`config.mk`:
```
export PLATFORM = sky130hd
export DESIGN_NAME = avr_uart_tx
export DESIGN_NICKNAME = d
export VERILOG_FILES = /design/src/rtl/avr_uart_tx_pkg.sv /design/src/rtl/avr_uart_tx_byte_fifo.sv /design/src/rtl/avr_uart_tx.sv
export SDC_FILE = /design/constraint.sdc
export NUM_CORES = 1
export LEC_CHECK = 0
export CORE_UTILIZATION = 25
export CTS_BUF_LIST = sky130_fd_sc_hd__clkbuf_4 sky130_fd_sc_hd__clkbuf_8
export DETAILED_ROUTE_END_ITERATION = 6
export PLACE_DENSITY = 0.49
export SETUP_SLACK_MARGIN = 0.02
export SYNTH_ARGS = -nofsm -noshare
export SYNTH_HDL_FRONTEND = slang
export SYNTH_HIERARCHICAL = 1
export SYNTH_SLANG_ARGS = --single-unit
```
`constraint.sdc`:
```
create_clock -name sysclk -period 7.1 [get_ports sysclk]
set_input_delay 1.775 -clock sysclk [delete_from_list [all_inputs] [get_ports sysclk]]
set_output_delay 1.775 -clock sysclk [all_outputs]
set_load 0.005 [all_outputs]
```
`src/rtl/avr_uart_tx_pkg.sv`:
```
// Shared definitions for the AVR UART link: state encodings, frame shape and default bit period.
// The receiver side imports the same package so both ends agree on framing.
package avr_uart_tx_pkg;

    typedef enum logic [1:0] {
        IDLE  = 2'd0,
        START = 2'd1,
        DATA  = 2'd2,
        STOP  = 2'd3
    } tx_state_t;

    localparam int DATA_BITS            = 8;
    localparam int FRAME_BITS           = 10;
    localparam int DEFAULT_CLKS_PER_BIT = 434;

    // Width of a counter that must hold 0..clks_per_bit-1.
    function automatic int timer_width(input int clks_per_bit);
        return (clks_per_bit <= 2) ? 1 : $clog2(clks_per_bit);
    endfunction

endpackage

```
`src/rtl/avr_uart_tx_byte_fifo.sv`:
```
// Synchronous byte FIFO with first-word fall-through: dout always shows the head entry.
// A push while full is ignored even if a pop happens on the same edge.
module byte_fifo #(
    parameter int FIFO_AW = 3
) (
    input  logic               clk,
    input  logic               srst,
    input  logic               push,
    input  logic               pop,
    input  logic [7:0]         din,
    output logic [7:0]         dout,
    output logic               full,
    output logic               empty,
    output logic [FIFO_AW:0]   level
);

    localparam int DEPTH = 2 ** FIFO_AW;

    logic [7:0]         r_mem [DEPTH];
    logic [FIFO_AW-1:0] r_wr_ptr;
    logic [FIFO_AW-1:0] r_rd_ptr;
    logic [FIFO_AW:0]   r_level;
    logic               w_push_ok;
    logic               w_pop_ok;

    assign full      = (r_level == (FIFO_AW + 1)'(DEPTH));
    assign empty     = (r_level == '0);
    assign level     = r_level;
    assign w_push_ok = push && !full;
    assign w_pop_ok  = pop && !empty;

    always_ff @(posedge clk) begin
        if (srst) begin
            r_wr_ptr <= '0;
            r_rd_ptr <= '0;
            r_level  <= '0;
        end else begin
            if (w_push_ok) begin
                r_wr_ptr <= r_wr_ptr + 1'b1;
            end
            if (w_pop_ok) begin
                r_rd_ptr <= r_rd_ptr + 1'b1;
            end
            case ({w_push_ok, w_pop_ok})
                2'b10:   r_level <= r_level + 1'b1;
                2'b01:   r_level <= r_level - 1'b1;
                default: r_level <= r_level;
            endcase
        end
    end

    // Storage carries no reset; stale entries are unreachable once the pointers clear.
    always_ff @(posedge clk) begin
        if (w_push_ok) begin
            r_mem[r_wr_ptr] <= din;
        end
    end

    assign dout = r_mem[r_rd_ptr];

endmodule

```
`src/rtl/avr_uart_tx.sv`:
```
// 8N1 serial transmitter towards the AVR supervisor, fed by a small byte FIFO and
// gated at frame boundaries by the AVR's synchronised busy flag.
module avr_uart_tx
    import avr_uart_tx_pkg::*;
#(
    parameter int CLKS_PER_BIT = DEFAULT_CLKS_PER_BIT,
    parameter int FIFO_AW      = 3
) (
    input  logic               sysclk,
    input  logic               sysrst,
    input  logic [7:0]         wr_data,
    input  logic               wr_en,
    output logic               full,
    output logic [FIFO_AW:0]   level,
    output logic               overflow,
    input  logic               ovf_clr,
    output logic               tx_active,
    input  logic               avr_rx_busy,
    output logic               avr_rx
);

    localparam int             TW       = timer_width(CLKS_PER_BIT);
    localparam logic [TW-1:0]  BIT_LAST = TW'(CLKS_PER_BIT - 1);
    localparam logic [2:0]     IDX_LAST = 3'(DATA_BITS - 1);

    tx_state_t      r_state;
    tx_state_t      w_state_next;
    logic [TW-1:0]  r_timer;
    logic [TW-1:0]  w_timer_next;
    logic [2:0]     r_bit_idx;
    logic [2:0]     w_bit_idx_next;
    logic [7:0]     r_shift;
    logic [7:0]     w_shift_next;
    logic           r_avr_rx;
    logic           w_avr_rx_next;
    logic           r_busy_meta;
    logic           r_busy_s;
    logic           r_overflow;

    logic           w_pop;
    logic           w_bit_done;
    logic           w_can_start;
    logic [7:0]     w_fifo_dout;
    logic           w_fifo_empty;
    logic           w_fifo_full;
    logic [FIFO_AW:0] w_fifo_level;

    byte_fifo #(
        .FIFO_AW (FIFO_AW)
    ) u_fifo (
        .clk   (sysclk),
        .srst  (sysrst),
        .push  (wr_en),
        .pop   (w_pop),
        .din   (wr_data),
        .dout  (w_fifo_dout),
        .full  (w_fifo_full),
        .empty (w_fifo_empty),
        .level (w_fifo_level)
    );

    // Busy resets to 1 so nothing starts until the AVR has been seen idle for two edges.
    always_ff @(posedge sysclk) begin
        if (sysrst) begin
            r_busy_meta <= 1'b1;
            r_busy_s    <= 1'b1;
        end else begin
            r_busy_meta <= avr_rx_busy;
            r_busy_s    <= r_busy_meta;
        end
    end

    always_ff @(posedge sysclk) begin
        if (sysrst) begin
            r_overflow <= 1'b0;
        end else if (wr_en && w_fifo_full) begin
            r_overflow <= 1'b1;
        end else if (ovf_clr) begin
            r_overflow <= 1'b0;
        end
    end

    assign w_bit_done  = (r_timer == BIT_LAST);
    assign w_can_start = !w_fifo_empty && !r_busy_s;

    always_comb begin
        w_state_next   = r_state;
        w_shift_next   = r_shift;
        w_bit_idx_next = r_bit_idx;
        w_avr_rx_next  = r_avr_rx;
        w_pop          = 1'b0;
        w_timer_next   = (r_state == IDLE || w_bit_done) ? '0 : r_timer + 1'b1;

        case (r_state)
            IDLE: begin
                w_avr_rx_next = 1'b1;
                if (w_can_start) begin
                    w_state_next  = START;
                    w_pop         = 1'b1;
                    w_shift_next  = w_fifo_dout;
                    w_avr_rx_next = 1'b0;
                end
            end
            START: begin
                if (w_bit_done) begin
                    w_state_next   = DATA;
                    w_bit_idx_next = '0;
                    w_avr_rx_next  = r_shift[0];
                end
            end
            DATA: begin
                if (w_bit_done) begin
                    w_shift_next = {1'b0, r_shift[7:1]};
                    if (r_bit_idx == IDX_LAST) begin
                        w_state_next  = STOP;
                        w_avr_rx_next = 1'b1;
                    end else begin
                        w_bit_idx_next = r_bit_idx + 1'b1;
                        w_avr_rx_next  = r_shift[1];
                    end
                end
            end
            STOP: begin
                // Chain straight into the next start bit so queued bytes go out back-to-back.
                if (w_bit_done) begin
                    if (w_can_start) begin
                        w_state_next  = START;
                        w_pop         = 1'b1;
                        w_shift_next  = w_fifo_dout;
                        w_avr_rx_next = 1'b0;
                    end else begin
                        w_state_next  = IDLE;
                        w_avr_rx_next = 1'b1;
                    end
                end
            end
            default: begin
                w_state_next  = IDLE;
                w_avr_rx_next = 1'b1;
            end
        endcase
    end

    always_ff @(posedge sysclk) begin
        if (sysrst) begin
            r_state   <= IDLE;
            r_timer   <= '0;
            r_bit_idx <= '0;
            r_shift   <= '0;
            r_avr_rx  <= 1'b1;
        end else begin
            r_state   <= w_state_next;
            r_timer   <= w_timer_next;
            r_bit_idx <= w_bit_idx_next;
            r_shift   <= w_shift_next;
            r_avr_rx  <= w_avr_rx_next;
        end
    end

    assign avr_rx    = r_avr_rx;
    assign tx_active = (r_state != IDLE);
    assign full      = w_fifo_full;
    assign level     = w_fifo_level;
    assign overflow  = r_overflow;

endmodule

```
==> flow_summary.yaml <==
outcome:
  outcome: "finished clean"
synth:
  yosys-top-cells-area: "sky130_fd_sc_hd__edfxtp_1 (43%), sky130_fd_sc_hd__dfxtp_1 (17%), sky130_fd_sc_hd__mux4_1 (4.7%)"
  synth.yosys.warnings: 6
  async_s_r_ff_share_synth_pct: 0
  syn_area_per_cell_um2: 14.6
  synthMostInstantiatedCell: "sky130_fd_sc_hd__edfxtp_1"
  postSynthCellCount: 305
  number_of_enable_type_register_cells_in_the_synthesized_netlist: 64
  netlist.top_cell.by_area: "sky130_fd_sc_hd__edfxtp_1"
  synth-seq-area-share_pct: 60.5
  synth_top_area_share_pct: 43.0
  mappedNetlistArea_um2: 4470
  total_nets_after_synthesis: 333
  yosys.cell_types.count: 49
  ys_seq_elements: 103
  ys_top_cells_by_count: "sky130_fd_sc_hd__edfxtp_1 (64), sky130_fd_sc_hd__dfxtp_1 (39), sky130_fd_sc_hd__nor2_1 (30)"
  ys.flop_type: "sky130_fd_sc_hd__edfxtp_1"
drt:
  detail_route.wirelength_um: 8030
  final_antenna_net_count: 0
  route.detailed.drc: 0
  average_wire_per_standard_cell_um: 14.5
  drt_iter0_markers: 120
  firstDrtPassIters: 4
  via_per_instance_ratio: 4.39
  routed-via-count: 2431
setup_path:
  worst_r2r_path_depth: 12
  type_of_origin_of_the_critical_path: "flop"
  crit_required_ns: 5.33
  critical_path.reg2reg.startpoint: "r_timer[2]"
  cpMaxStageDelayCell: "sky130_fd_sc_hd__or4b_4"
  cp_data_arrival_time_ns: 2.08
  critical_path.endpoint: "full"
  regToRegSetupSlack_ns: 3.96
  path_max_fanout: 9
  reg_to_reg_end: "u_fifo/level[2]"
  worst-setup-path-type: "reg -> out"
  worstPathCellList: "or4b_4 > inv_1 > clkdlybuf4s50_1"
  worst_path_bufs_invs: 2
  worst-path-stages: 3
  end_kind: "output port"
  cp-startpoint: "u_fifo/level[1]"
  stage_delay_of_the_slowest_cell_on_the_critical_path_ns: 0.65
  crit_family: "simple AND/OR/NAND/NOR gates"
floorplanning:
  dieArea_um2: 18400
  core-area_um2: 17400
  die_w_um: 136
  die_height_um: 136
  initial_utilization_pct: 25.7
  floorplan.rows: 48
  design.portCount: 21
sta:
  setup-violations-final: 0
  relative_slew_slack_pct: 17.6
  fin_skew_ns: 0.0156
  setup_slack_ns: 3.24
  timing.final.crit_share_pct: 54.4
  finalHoldViolCount: 0
  fin_crit_ns: 3.86
  hold_slack_ns: 0.432
  max_slew.worst_pin.slew_ns: 1.23
  slew_violations: 0
  fin_setup_tns_ns: 0
  rsz_0062_raised_after_global_routing: "false"
  timing.fmax_ghz: 0.259
cells_and_area:
  seq_area_um2: 2700
  n_fill_cell: 1722
  area_of_the_multi_input_gates_um2: 1650
  layout-drive-gt1-share_pct: 14.6
  flow.area_growth_from_synthesis_pct: 13.5
  finalNetCount: 352
  antennaDiodeCount: 0
grt:
  grt_antenna_before_repair: 0
  track_usage_pct: 9.47
  grt_start_max_net_pins: 34
  overflow: 0
  first_global_vias: 2345
  grt_pass1_wl_um: 12800
power_and_ir_drop:
  pwr-share-clk_pct: 29.9
  power.switching_uw: 303
  pwr_dens_nw_per_um2: 238
  pnr_total_power_mw: 1.21
  netSwitchingFraction_pct: 25.1
  vdd.ir_drop.worst_mv: 0.0924
  cellLeakagePower_nw: 1.61
  internal_power_uw: 903
  share_seq_of_total_power_pct: 56.7
  comb_power_share_pct: 13.4
clocking:
  hold_buffers: 0
  cts-buffers-inserted: 9
  clock_tree_from_tritoncts: "done"
  htree_num_levels: 3
  number_of_setup_buffers_added_after_cts: 0
  cts.clk_slew.worst_paths_ns: 0.10
  post_cts_resize_count: 0
  clock_buffer_depth: 2
  clock_latency_ns: 0.37
  root_buffer: "sky130_fd_sc_hd__clkbuf_8"
  cts.sink_count: 103
run:
  drv.max_cap_violation_count: 0
placed_design:
  gpl.final_weighted_congestion: 0.721
  placement.setup.worst_slack_ns: 3.10
  dp_hpwl_um: 5510
  port_buffers: 20
min_path:
  timing.hold.worst.class: "reg -> reg"
  whs_path_depth: 1
worst min-delay path by stage:
stage	end	startpoint	slack, ns
after floorplan	r_busy_s	r_busy_meta	0.39
after global placement	r_busy_s	r_busy_meta	0.41
after detailed placement	r_busy_s	r_busy_meta	0.40
after CTS	r_busy_s	r_busy_meta	0.44
after global routing	r_busy_s	r_busy_meta	0.47
final	r_busy_s	r_busy_meta	0.43
sequential cells by signal, summed over array words and instances, names as in the netlist, 2 cells and up, named ones only:
signal / count
u_fifo/level: 4
u_fifo/r_wr_ptr: 3
u_fifo/r_rd_ptr: 3
r_shift: 8
r_timer: 9
u_fifo/r_mem: 64
r_bit_idx: 3
r_state: 2
metal layers:
metal  up-vias  routed length, um  global-route usage [%]
li1       1202                  -                       -
met1      1193               3680                    11.4
met2        28               4000                    15.4
met3         8                214                    3.18
met4         0                129                    3.81
met5         -                  0                       0
per-stage QoR:
stage	area, um^2	cells	util (%)
3_5_place_dp	4880	538	28.1
2_1_floorplan	4470	305	-
5_1_grt	5070	554	29.2
4_1_cts	5070	554	29.2
3_3_place_gp	4880	538	28.1
6_report	5070	554	29.2
worst register-to-register path, stage by stage (launching register included):
cell and delay, ns:
sky130_fd_sc_hd__dfxtp_1 0.36, sky130_fd_sc_hd__or4b_4 0.60, sky130_fd_sc_hd__nor2_1 0.15, sky130_fd_sc_hd__a21oi_1 0.09, sky130_fd_sc_hd__nor3_1 0.25, sky130_fd_sc_hd__o41a_1 0.35, sky130_fd_sc_hd__ha_1 0.31, sky130_fd_sc_hd__xor2_1 0.17
sky130_fd_sc_hd__ha_1 0.16, sky130_fd_sc_hd__a21oi_1 0.05, sky130_fd_sc_hd__xor2_1 0.16, sky130_fd_sc_hd__or3_1 0.30, sky130_fd_sc_hd__a21oi_1 0.14
logic make-up (layout without fill, tap and decap cells):
group,Yosys count,count (layout),synth area share (%)
flops,103,103,60.5
simple gates,77,77,9.77
compound gates,39,39,6.64
mux,35,35,13.2
buf+inv,22,46,2.74
fa+ha+maj,15,15,4.20
xor+xnor,14,14,2.91
layout make-up:
type / count / share of cell area [%]
flip-flops and latches: 103 / 53.3
well taps: 225 / 5.55
clock inverters: 7 / 1.33
repair buffers: 22 / 4.24
inverters: 8 / 0.592
clock buffers: 9 / 2.44
multi-input cells: 180 / 32.5
cell usage in the layout, fill, tap and decap left out, drive strengths merged, types with 3 or more instances in the layout:
| master | Yosys | final |
|---|---|---|
| edfxtp | 64 | 64 |
| dfxtp | 39 | 39 |
| nor2 | 30 | 30 |
| clkdlybuf4s50 | 0 | 20 |
| a21oi | 18 | 18 |
| mux4 | 16 | 16 |
| ha | 15 | 15 |
| inv | 8 | 11 |
| mux2i | 10 | 10 |
| clkbuf | 6 | 9 |
| mux2 | 9 | 9 |
| a311oi | 8 | 8 |
| nand3 | 8 | 8 |
| xnor2 | 7 | 7 |
| nand2b | 7 | 7 |
| xor2 | 7 | 7 |
| nand2 | 7 | 7 |
| nor3 | 6 | 6 |
| or2 | 3 | 3 |
| clkinv | 0 | 3 |
| or4b | 3 | 3 |
power by group through the flow:
stage | Clock, mW | Combinational, mW | Sequential [mW]
final | 0.361 | 0.162 | 0.683
after global routing | 0.405 | 0.182 | 0.688
after CTS | 0.376 | 0.164 | 0.684
after detailed placement | 0 | 0.163 | 0.698
after global placement | 0 | 0.163 | 0.697
after floorplan | 0 | 0.116 | 0.690
Note: power is estimated with default switching activity, not from simulation.
